[src/rtl/load_align_unit.sv]
`default_nettype none
// ============================================================================
// Module      : load_align_unit
// Description : Load data path that issues one or two word-aligned reads and
//               returns the extracted bytes, sign- or zero-extended to XLEN.
// Revision    : 1.0 - initial release
// ============================================================================
module load_align_unit #(
    parameter int XLEN        = 32,
    parameter int ADDR_W      = 32,
    parameter int MISALIGN_EN = 1
) (
    input  logic              clk,
    input  logic              rst,
    input  logic              ld_valid,
    output logic              ld_ready,
    input  logic [ADDR_W-1:0] ld_addr,
    input  logic [1:0]        ld_size,
    input  logic              ld_unsigned,
    output logic              mem_req,
    output logic [ADDR_W-1:0] mem_addr,
    input  logic              mem_rvalid,
    input  logic [XLEN-1:0]   mem_rdata,
    output logic              wb_valid,
    input  logic              wb_ready,
    output logic [XLEN-1:0]   wb_data,
    output logic              wb_fault
);

    localparam int c_B     = XLEN / 8;
    localparam int c_OFF_W = $clog2(c_B);

    typedef enum logic [1:0] {
        S_IDLE = 2'd0,
        S_RD0  = 2'd1,
        S_RD1  = 2'd2,
        S_RESP = 2'd3
    } state_t;

    state_t              r_state;
    logic                r_ld_ready;
    logic                r_mem_req;
    logic [ADDR_W-1:0]   r_mem_addr;
    logic                r_wb_valid;
    logic [XLEN-1:0]     r_wb_data;
    logic                r_wb_fault;
    logic [c_OFF_W-1:0]  r_off;
    logic [1:0]          r_size;
    logic                r_unsigned;
    logic                r_cross;
    logic [XLEN-1:0]     r_lo;

    logic [c_OFF_W-1:0]  w_off;
    logic [4:0]          w_end;
    logic                w_cross;
    logic [2:0]          w_nmask;
    logic                w_misal;
    logic                w_illegal;
    logic                w_fault;
    logic [2*XLEN-1:0]   w_cat;
    logic [XLEN-1:0]     w_sel;
    logic [XLEN-1:0]     w_mask;
    logic                w_sgn;
    logic [XLEN-1:0]     w_ext;

    // Request decode on the incoming address/size
    assign w_off     = ld_addr[c_OFF_W-1:0];
    assign w_end     = 5'(w_off) + (5'd1 << ld_size);
    assign w_cross   = (w_end > 5'(c_B));
    assign w_misal   = ((ld_addr[2:0] & w_nmask) != 3'd0);
    assign w_illegal = (ld_size == 2'd3) && (XLEN == 32);
    assign w_fault   = w_illegal || (w_misal && (MISALIGN_EN == 0));

    always_comb begin
        w_nmask = 3'd0;
        case (ld_size)
            2'd0:    w_nmask = 3'd0;
            2'd1:    w_nmask = 3'd1;
            2'd2:    w_nmask = 3'd3;
            default: w_nmask = 3'd7;
        endcase
    end

    // In RD1 the current beat is the high word; in RD0 the high word is zero
    assign w_cat = (r_state == S_RD1) ? {mem_rdata, r_lo} : {{XLEN{1'b0}}, mem_rdata};
    assign w_sel = XLEN'(w_cat >> {r_off, 3'b000});

    always_comb begin
        w_mask = '1;
        w_sgn  = 1'b0;
        case (r_size)
            2'd0: begin
                w_mask = XLEN'(8'hFF);
                w_sgn  = w_sel[7];
            end
            2'd1: begin
                w_mask = XLEN'(16'hFFFF);
                w_sgn  = w_sel[15];
            end
            2'd2: begin
                w_mask = XLEN'(32'hFFFF_FFFF);
                w_sgn  = w_sel[31];
            end
            default: begin
                w_mask = '1;
                w_sgn  = 1'b0;
            end
        endcase
    end

    // A full-width mask leaves ~w_mask zero, so no extension happens
    assign w_ext = (w_sel & w_mask) | ((w_sgn && !r_unsigned) ? ~w_mask : '0);

    always_ff @(posedge clk) begin
        if (rst) begin
            r_state    <= S_IDLE;
            r_ld_ready <= 1'b1;
            r_mem_req  <= 1'b0;
            r_mem_addr <= '0;
            r_wb_valid <= 1'b0;
            r_wb_data  <= '0;
            r_wb_fault <= 1'b0;
            r_off      <= '0;
            r_size     <= '0;
            r_unsigned <= 1'b0;
            r_cross    <= 1'b0;
            r_lo       <= '0;
        end else begin
            case (r_state)
                S_IDLE: begin
                    if (ld_valid) begin
                        r_off      <= w_off;
                        r_size     <= ld_size;
                        r_unsigned <= ld_unsigned;
                        r_cross    <= w_cross;
                        r_ld_ready <= 1'b0;
                        if (w_fault) begin
                            r_state    <= S_RESP;
                            r_wb_valid <= 1'b1;
                            r_wb_fault <= 1'b1;
                            r_wb_data  <= '0;
                        end else begin
                            r_state    <= S_RD0;
                            r_mem_req  <= 1'b1;
                            r_mem_addr <= {ld_addr[ADDR_W-1:c_OFF_W], {c_OFF_W{1'b0}}};
                        end
                    end
                end
                S_RD0: begin
                    if (mem_rvalid) begin
                        r_lo <= mem_rdata;
                        if (r_cross) begin
                            r_state    <= S_RD1;
                            r_mem_addr <= r_mem_addr + ADDR_W'(c_B);
                        end else begin
                            r_state    <= S_RESP;
                            r_mem_req  <= 1'b0;
                            r_wb_valid <= 1'b1;
                            r_wb_fault <= 1'b0;
                            r_wb_data  <= w_ext;
                        end
                    end
                end
                S_RD1: begin
                    if (mem_rvalid) begin
                        r_state    <= S_RESP;
                        r_mem_req  <= 1'b0;
                        r_wb_valid <= 1'b1;
                        r_wb_fault <= 1'b0;
                        r_wb_data  <= w_ext;
                    end
                end
                default: begin
                    if (wb_ready) begin
                        r_state    <= S_IDLE;
                        r_wb_valid <= 1'b0;
                        r_ld_ready <= 1'b1;
                    end
                end
            endcase
        end
    end

    assign ld_ready = r_ld_ready;
    assign mem_req  = r_mem_req;
    assign mem_addr = r_mem_addr;
    assign wb_valid = r_wb_valid;
    assign wb_data  = r_wb_data;
    assign wb_fault = r_wb_fault;

endmodule
`default_nettype wire

[config.mk]
export PLATFORM = sky130hd
export DESIGN_NAME = load_align_unit
export DESIGN_NICKNAME = d
export VERILOG_FILES = /design/src/rtl/load_align_unit.sv
export SDC_FILE = /design/constraint.sdc
export NUM_CORES = 1
export LEC_CHECK = 0
export BUFFER_PORTS_ARGS = -buffer_cell sky130_fd_sc_hd__buf_2
export CAP_MARGIN = 20
export CELL_PAD_IN_SITES_DETAIL_PLACEMENT = 1
export CELL_PAD_IN_SITES_GLOBAL_PLACEMENT = 2
export CORE_MARGIN = 2
export CORE_UTILIZATION = 34
export DETAILED_ROUTE_END_ITERATION = 6
export GPL_TIMING_DRIVEN = 0
export PLACE_DENSITY = 0.93
export SETUP_SLACK_MARGIN = 0.15
export SLEW_MARGIN = 20
export SYNTH_ARGS = -nofsm -noshare
export SYNTH_HDL_FRONTEND = slang
export SYNTH_SLANG_ARGS = --single-unit
[constraint.sdc]
create_clock -name clk -period 6.1 [get_ports clk]
set_clock_uncertainty 0.2 [all_clocks]
set_input_delay 0 -clock clk [delete_from_list [all_inputs] [get_ports clk]]
set_output_delay 0 -clock clk [all_outputs]
set_load 0.005 [all_outputs]
### Word-level counts from Yosys, hierarchy flattened

Cells that the tools add are included.

* register bits: 108
* latch bits: 0
* bits in writable memories: 0
* ROM bits: 0
* bits of input ports: 72
* output and inout port bits: 68
* word-level logic and storage cells: 89
* memories: 0

* $add $sub $neg: 2
* multiply operators: 0
* div/mod/pow operators: 0
* magnitude comparators: 1
* eq/ne operators: 12
* shifts and indexed selects: 2
* muxes and demuxes: 39
* bitwise gates (word level): 4
* reduce and logical (&&, ||, !) cells: 17

Operators by type and width (number)
* $mux 32: 10
* $pmux 32 s2: 2
* $pmux 32 s3: 1
* $mux 64: 1
* $shr 64x5->32: 1
* $add 32x3->32 const B: 1
* $and 32x32->32: 1
* $not 32->32: 1
* $or 32x32->32: 1
* $reduce_and 6->1: 3
* $mux 1: 14
* $ne 2x2->1 const B: 7
* $pmux 1 s3: 4
* $mux 2: 5
* $eq 2x2->1 const B: 3
* $pmux 2 s3: 1
* $add 2x5->5: 1
* $gt 5x3->1 const B: 1
* $reduce_and 5->1: 1
* $shl 1x2->5 const A: 1
* $eq 2x1->1 const B: 2
* $logic_not 2->1: 2
* $reduce_and 2->1: 2
* $reduce_and 4->1: 1
* other kinds (9): 10

### Longest topological paths before layout

* word-level depth: 10
* gate-level depth with buffers: 10
* depth with buffers taken out: 9

### Worst setup path before layout

No wires, ideal clock.

* path type: reg2reg
* start point: register r_state[0]
* end point: register r_wb_data[27] (netlist: wb_data[27])
* setup time: 59 ps
* data arrival time: 2369 ps
* required time: 5841 ps
* slack: 3473 ps
* cell stages (with the launch flop): 11
* buffers on the path: 3
* clock period less this slack: 2627 ps
* cell sequence: dfxtp_1 -> inv_1 -> ha_1 -> buf_6 -> mux2i_1 -> mux4_2 -> or4_1 -> buf_6 -> a21bo_4 -> buf_8 -> a221o_2

* word-level cells in the longest chain between the ends: 10
* elaborated cells on any way between the ends: 21
* classes of those cells: eq/ne: 7; shift: 1; mux: 7; bitwise: 2; reduce/logical: 4

RTL lines
* start: declaration: line 40 `state_t r_state;`
* start signal: assignment: line 116 `r_state <= S_IDLE;`
* start signal: assignment: line 138 `r_state <= S_RESP;`
* start signal: assignment: line 143 `r_state <= S_RD0;`
* $eq 2x2->1: line 85, 129
* $mux 64: line 85 `assign w_cat = (r_state == S_RD1) ? {mem_rdata, r_lo} : {{XLEN{1'b0}}, mem_rdata};`
* $shr 64x5->32: line 86 `assign w_sel = XLEN'(w_cat >> {r_off, 3'b000});`
* $pmux 1 s3: line 91 `case (r_size)`
* $logic_and 1x1->1: line 112 `assign w_ext = (w_sel & w_mask) | ((w_sgn && !r_unsigned) ? ~w_mask : '0);`
* $mux 32: line 112
* $or 32x32->32: line 112
* $mux 32: line 152 `if (r_cross) begin`
* $mux 32: line 150 `if (mem_rvalid) begin`
* $pmux 32 s3: line 129 `case (r_state)`
* end signal: assignment: line 160 `r_wb_data <= w_ext;`
* end signal: assignment: line 170 `r_wb_data <= w_ext;`
* end: declaration: line 45 `logic [XLEN-1:0] r_wb_data;`

Parallel ways exist; a longest one is shown, timed or not. The select of a mux whose other input is x is not followed.
A chain may end at the register's enable or synchronous reset.

### Worst setup path after layout

* start point: register r_state[0]
* end point: register r_wb_data[26] (netlist: wb_data[26])

Same word-level chain as after synthesis.

==> results.md <==
- Number of max-cap violations: 0
- Layout cells sized above 1: 0.213
- Die Wd: ~140 um
- RSZ-0062 raised after global routing: no
- Synth top cells by count: nand2_1 (123), dfxtp_1 (106), a21oi_1 (67), mux2i_1 (56), clkbuf_1 (48)
- Worst VDD drop: 0.178 mV
- I/O Buffers: approximately 130
- Std cell rows: a little under 50
- Fin. max-slew vios: 0
- Reg2reg start: r_state[0]
- Final Non-Filler Cells: 1,201
- Hold_sp: ld_valid
- Initial antenna violation count: 0
- Fill count: ~2,200
- Clock latency at the later pin of the worst-skew pair: 0.36 ns
- Gate Count Post-Synth: 743
- Slew HR: 0.372
- Final Critical Period: 3.56 ns
- Top_reg_cell synth: dfxtp_1
- Async SR Flop Fraction: 0
- Synth warn: 0
- Nets: 1,048
- Final hold violation count: 0
- Dpl hpwl: between 15,000 and 20,000 um
- Worst Path Arrival: between 3 and 4 ns
- Final setup vio count: 0
- DR pass1 iterations: 5
- Layout area overhead: 33.3%
- Register area: ~2100 um2
- Root buf cell: clkbuf_16
- Post-Syn Area: just over 6000 um2
- Synth Area per Inst: between 8 and 9 um2
- Worst-path clk slew: about 0.08 ns
- Area leader, netlist: dfxtp_1
- Hold path cells: 4
- Hold Slack: a little over 0.09 ns
- Area of the multi-input gates: 3680 um2
- CTS tree: done
- DR vias/cell: about 5.7
- Post-CTS Setup Inserts: 0
- Post-DP Area: 7110 um2
- H-tree Lvls: 3
- Final wirelength: 24,300 um
- Critical Path Sink Type: register
- Reg-to-reg slack, setup: 2.54 ns
- Core area: approximately 18,000 um2
- Highest achievable clock rate: about 280 MHz
- Die span in y: around 140 um
- Clk sink count: 106
- First-pass GRT wire length: 38,100 um
- Wire per inst: between 20 and 25 um
- Setup WS post-layout: around 2.5 ns
- Number of synthesized flops with an enable pin: 0
- FF-to-FF End: wb_data[26]
- Pwr dens: between 400 and 500 nW/um2
- Sum of negative setup slack: 0 ns
- Total power: 3.29 mW
- Final Cycle Share: 0.584
- Worst setup path class: register to register
- Crit path max fanout: 10
- # hold bufs at CTS: 78
- # diodes: 0
- CTS resizes: 0
- Die Area: between 15,000 and 20,000 um2
- CTS Buf Count: 9
- Req. time, crit path: a little over 6 ns
- Top cell type's share of synthesized area: 0.345
- Outcome: completed
- Hold Path Class: input port to register
- Gpl congestion: 0.894
- Clk buf depth: 2
- Drt drc: 0
- Total Routing Usage GR: 0.249
- Vias in the first global route: about 6,700
- Startpoint Class: register
- Hold endpoint: r_cross
- R2R depth: 9
- Vias: approximately 7,000
- DRT antenna net count: 0
- Gr ovfl total: 0
- Pre-CTS WS: between 2 and 3 ns
- Final Util: 0.460
- Sequential-to-total area share from yosys stat: 0.345
- Synth cell types: a little under 60
- Initial core utilization: 0.345
- Finished layout cell area: approximately 8200 um2
- Violation count after the first detailed-route iteration: 619
- Top-count cell post-synth: nand2_1
- Io pins: between 100 and 150
- Slew @ Worst Pin: 0.937 ns
- Largest net degree at the start of global routing: 19
- Leak pwr: about 3.2 nW
- Flops & latches, synth: approximately 110
- Ranking of synthesized cells by area: dfxtp_1 (34%), mux2i_1 (9.1%), nand2_1 (7.5%), mux4_2 (5.5%), a21oi_1 (5.4%)
- DP Cell Count: 1,107
-- logic make-up (layout without fill, tap and decap cells) --
logic type,after synthesis,after routing,synth area share
simple gates,278,278,0.210
fa+ha+maj,9,9,0.0195
mux,82,82,0.166
flops,106,106,0.345
compound gates,184,184,0.202
buf+inv,83,311,0.0569
other cells,1,2,0.000609
-- worst max-delay path by stage --
stage / startpoint / endpoint / slack (ns)
4_1_cts: r_state[0] / wb_data[26] / 2.65
6_report: r_state[0] / wb_data[26] / 2.54
3_5_place_dp: r_state[0] / wb_data[26] / 2.67
3_3_place_gp: r_state[0] / wb_data[26] / 2.75
5_1_grt: r_state[0] / mem_addr[16] / 2.42
2_1_floorplan: r_state[0] / wb_data[27] / 3.47
-- placed cells by master, fill, tap and decap left out, types with 3 or more instances in the layout --
| master | netlist | routed |
|---|---|---|
| a211oi_1 | 13 | 13 |
| or3_1 | 5 | 5 |
| mux2i_1 | 56 | 56 |
| nand2b_1 | 12 | 12 |
| a2111oi_0 | 3 | 3 |
| or4_1 | 4 | 4 |
| ha_1 | 8 | 8 |
| and3_1 | 8 | 8 |
| nor3_1 | 15 | 15 |
| nand4_1 | 13 | 13 |
| nand2_1 | 123 | 123 |
| dlygate4sd3_1 | 0 | 78 |
| nor2b_1 | 4 | 4 |
| nor2_1 | 43 | 43 |
| dfxtp_1 | 106 | 106 |
| a21oi_1 | 67 | 67 |
| a221o_2 | 16 | 16 |
| mux2_2 | 11 | 11 |
| buf_1 | 10 | 10 |
| a2bb2oi_1 | 9 | 9 |
| o32ai_1 | 3 | 3 |
| clkbuf_16 | 0 | 9 |
| o22ai_1 | 23 | 23 |
| and4_1 | 8 | 8 |
| nand3_1 | 33 | 33 |
| buf_2 | 4 | 138 |
| inv_1 | 16 | 16 |
| a31oi_1 | 15 | 15 |
| o21ai_0 | 14 | 14 |
| nor4_1 | 3 | 3 |
| clkbuf_1 | 48 | 48 |
| mux4_2 | 15 | 15 |
-- critical path, stage by stage (launching register included) --
cell and delay, ns:
dfxtp_1 0.34, inv_1 0.12, ha_1 0.16, buf_2 0.18, buf_1 0.67, clkbuf_1 0.50
nand2_1 0.33, clkbuf_1 0.35, o22ai_1 0.42, a221o_2 0.23
-- routing by layer --
layer	vias to the layer above	GRT usage	share of wire
li1	3162	-	-
met4	0	0.0661	0.021
met1	3355	0.359	0.46
met5	-	0	0
met3	42	0.0363	0.064
met2	289	0.390	0.45
-- cell type report --
class | instances | share of cell area
timing repair buffer | 212 | 0.177
sequential | 106 | 0.259
tap | 229 | 0.0349
inverter | 16 | 0.00732
multi-input combinational | 555 | 0.449
clock inverter | 6 | 0.00869
buffer | 67 | 0.0354
clock buffer | 10 | 0.0291
-- state kept, by name, summed over array words and instances, names as in the netlist --
register    cells
mem_addr       30
mem_req         1
r_state         2
r_cross         1
r_unsigned      1
r_off           2
r_lo           32
wb_fault        1
ld_ready        1
wb_valid        1
r_size          2
wb_data        32
-- power breakdown --
group	leakage, nW	internal (mW)	switching, mW
Combinational	2.16	0.648	0.944
Sequential	0.864	0.868	0.197
Clock	0.151	0.336	0.302
Total	3.17	1.85	1.44
(Power assumes the default switching activity.)
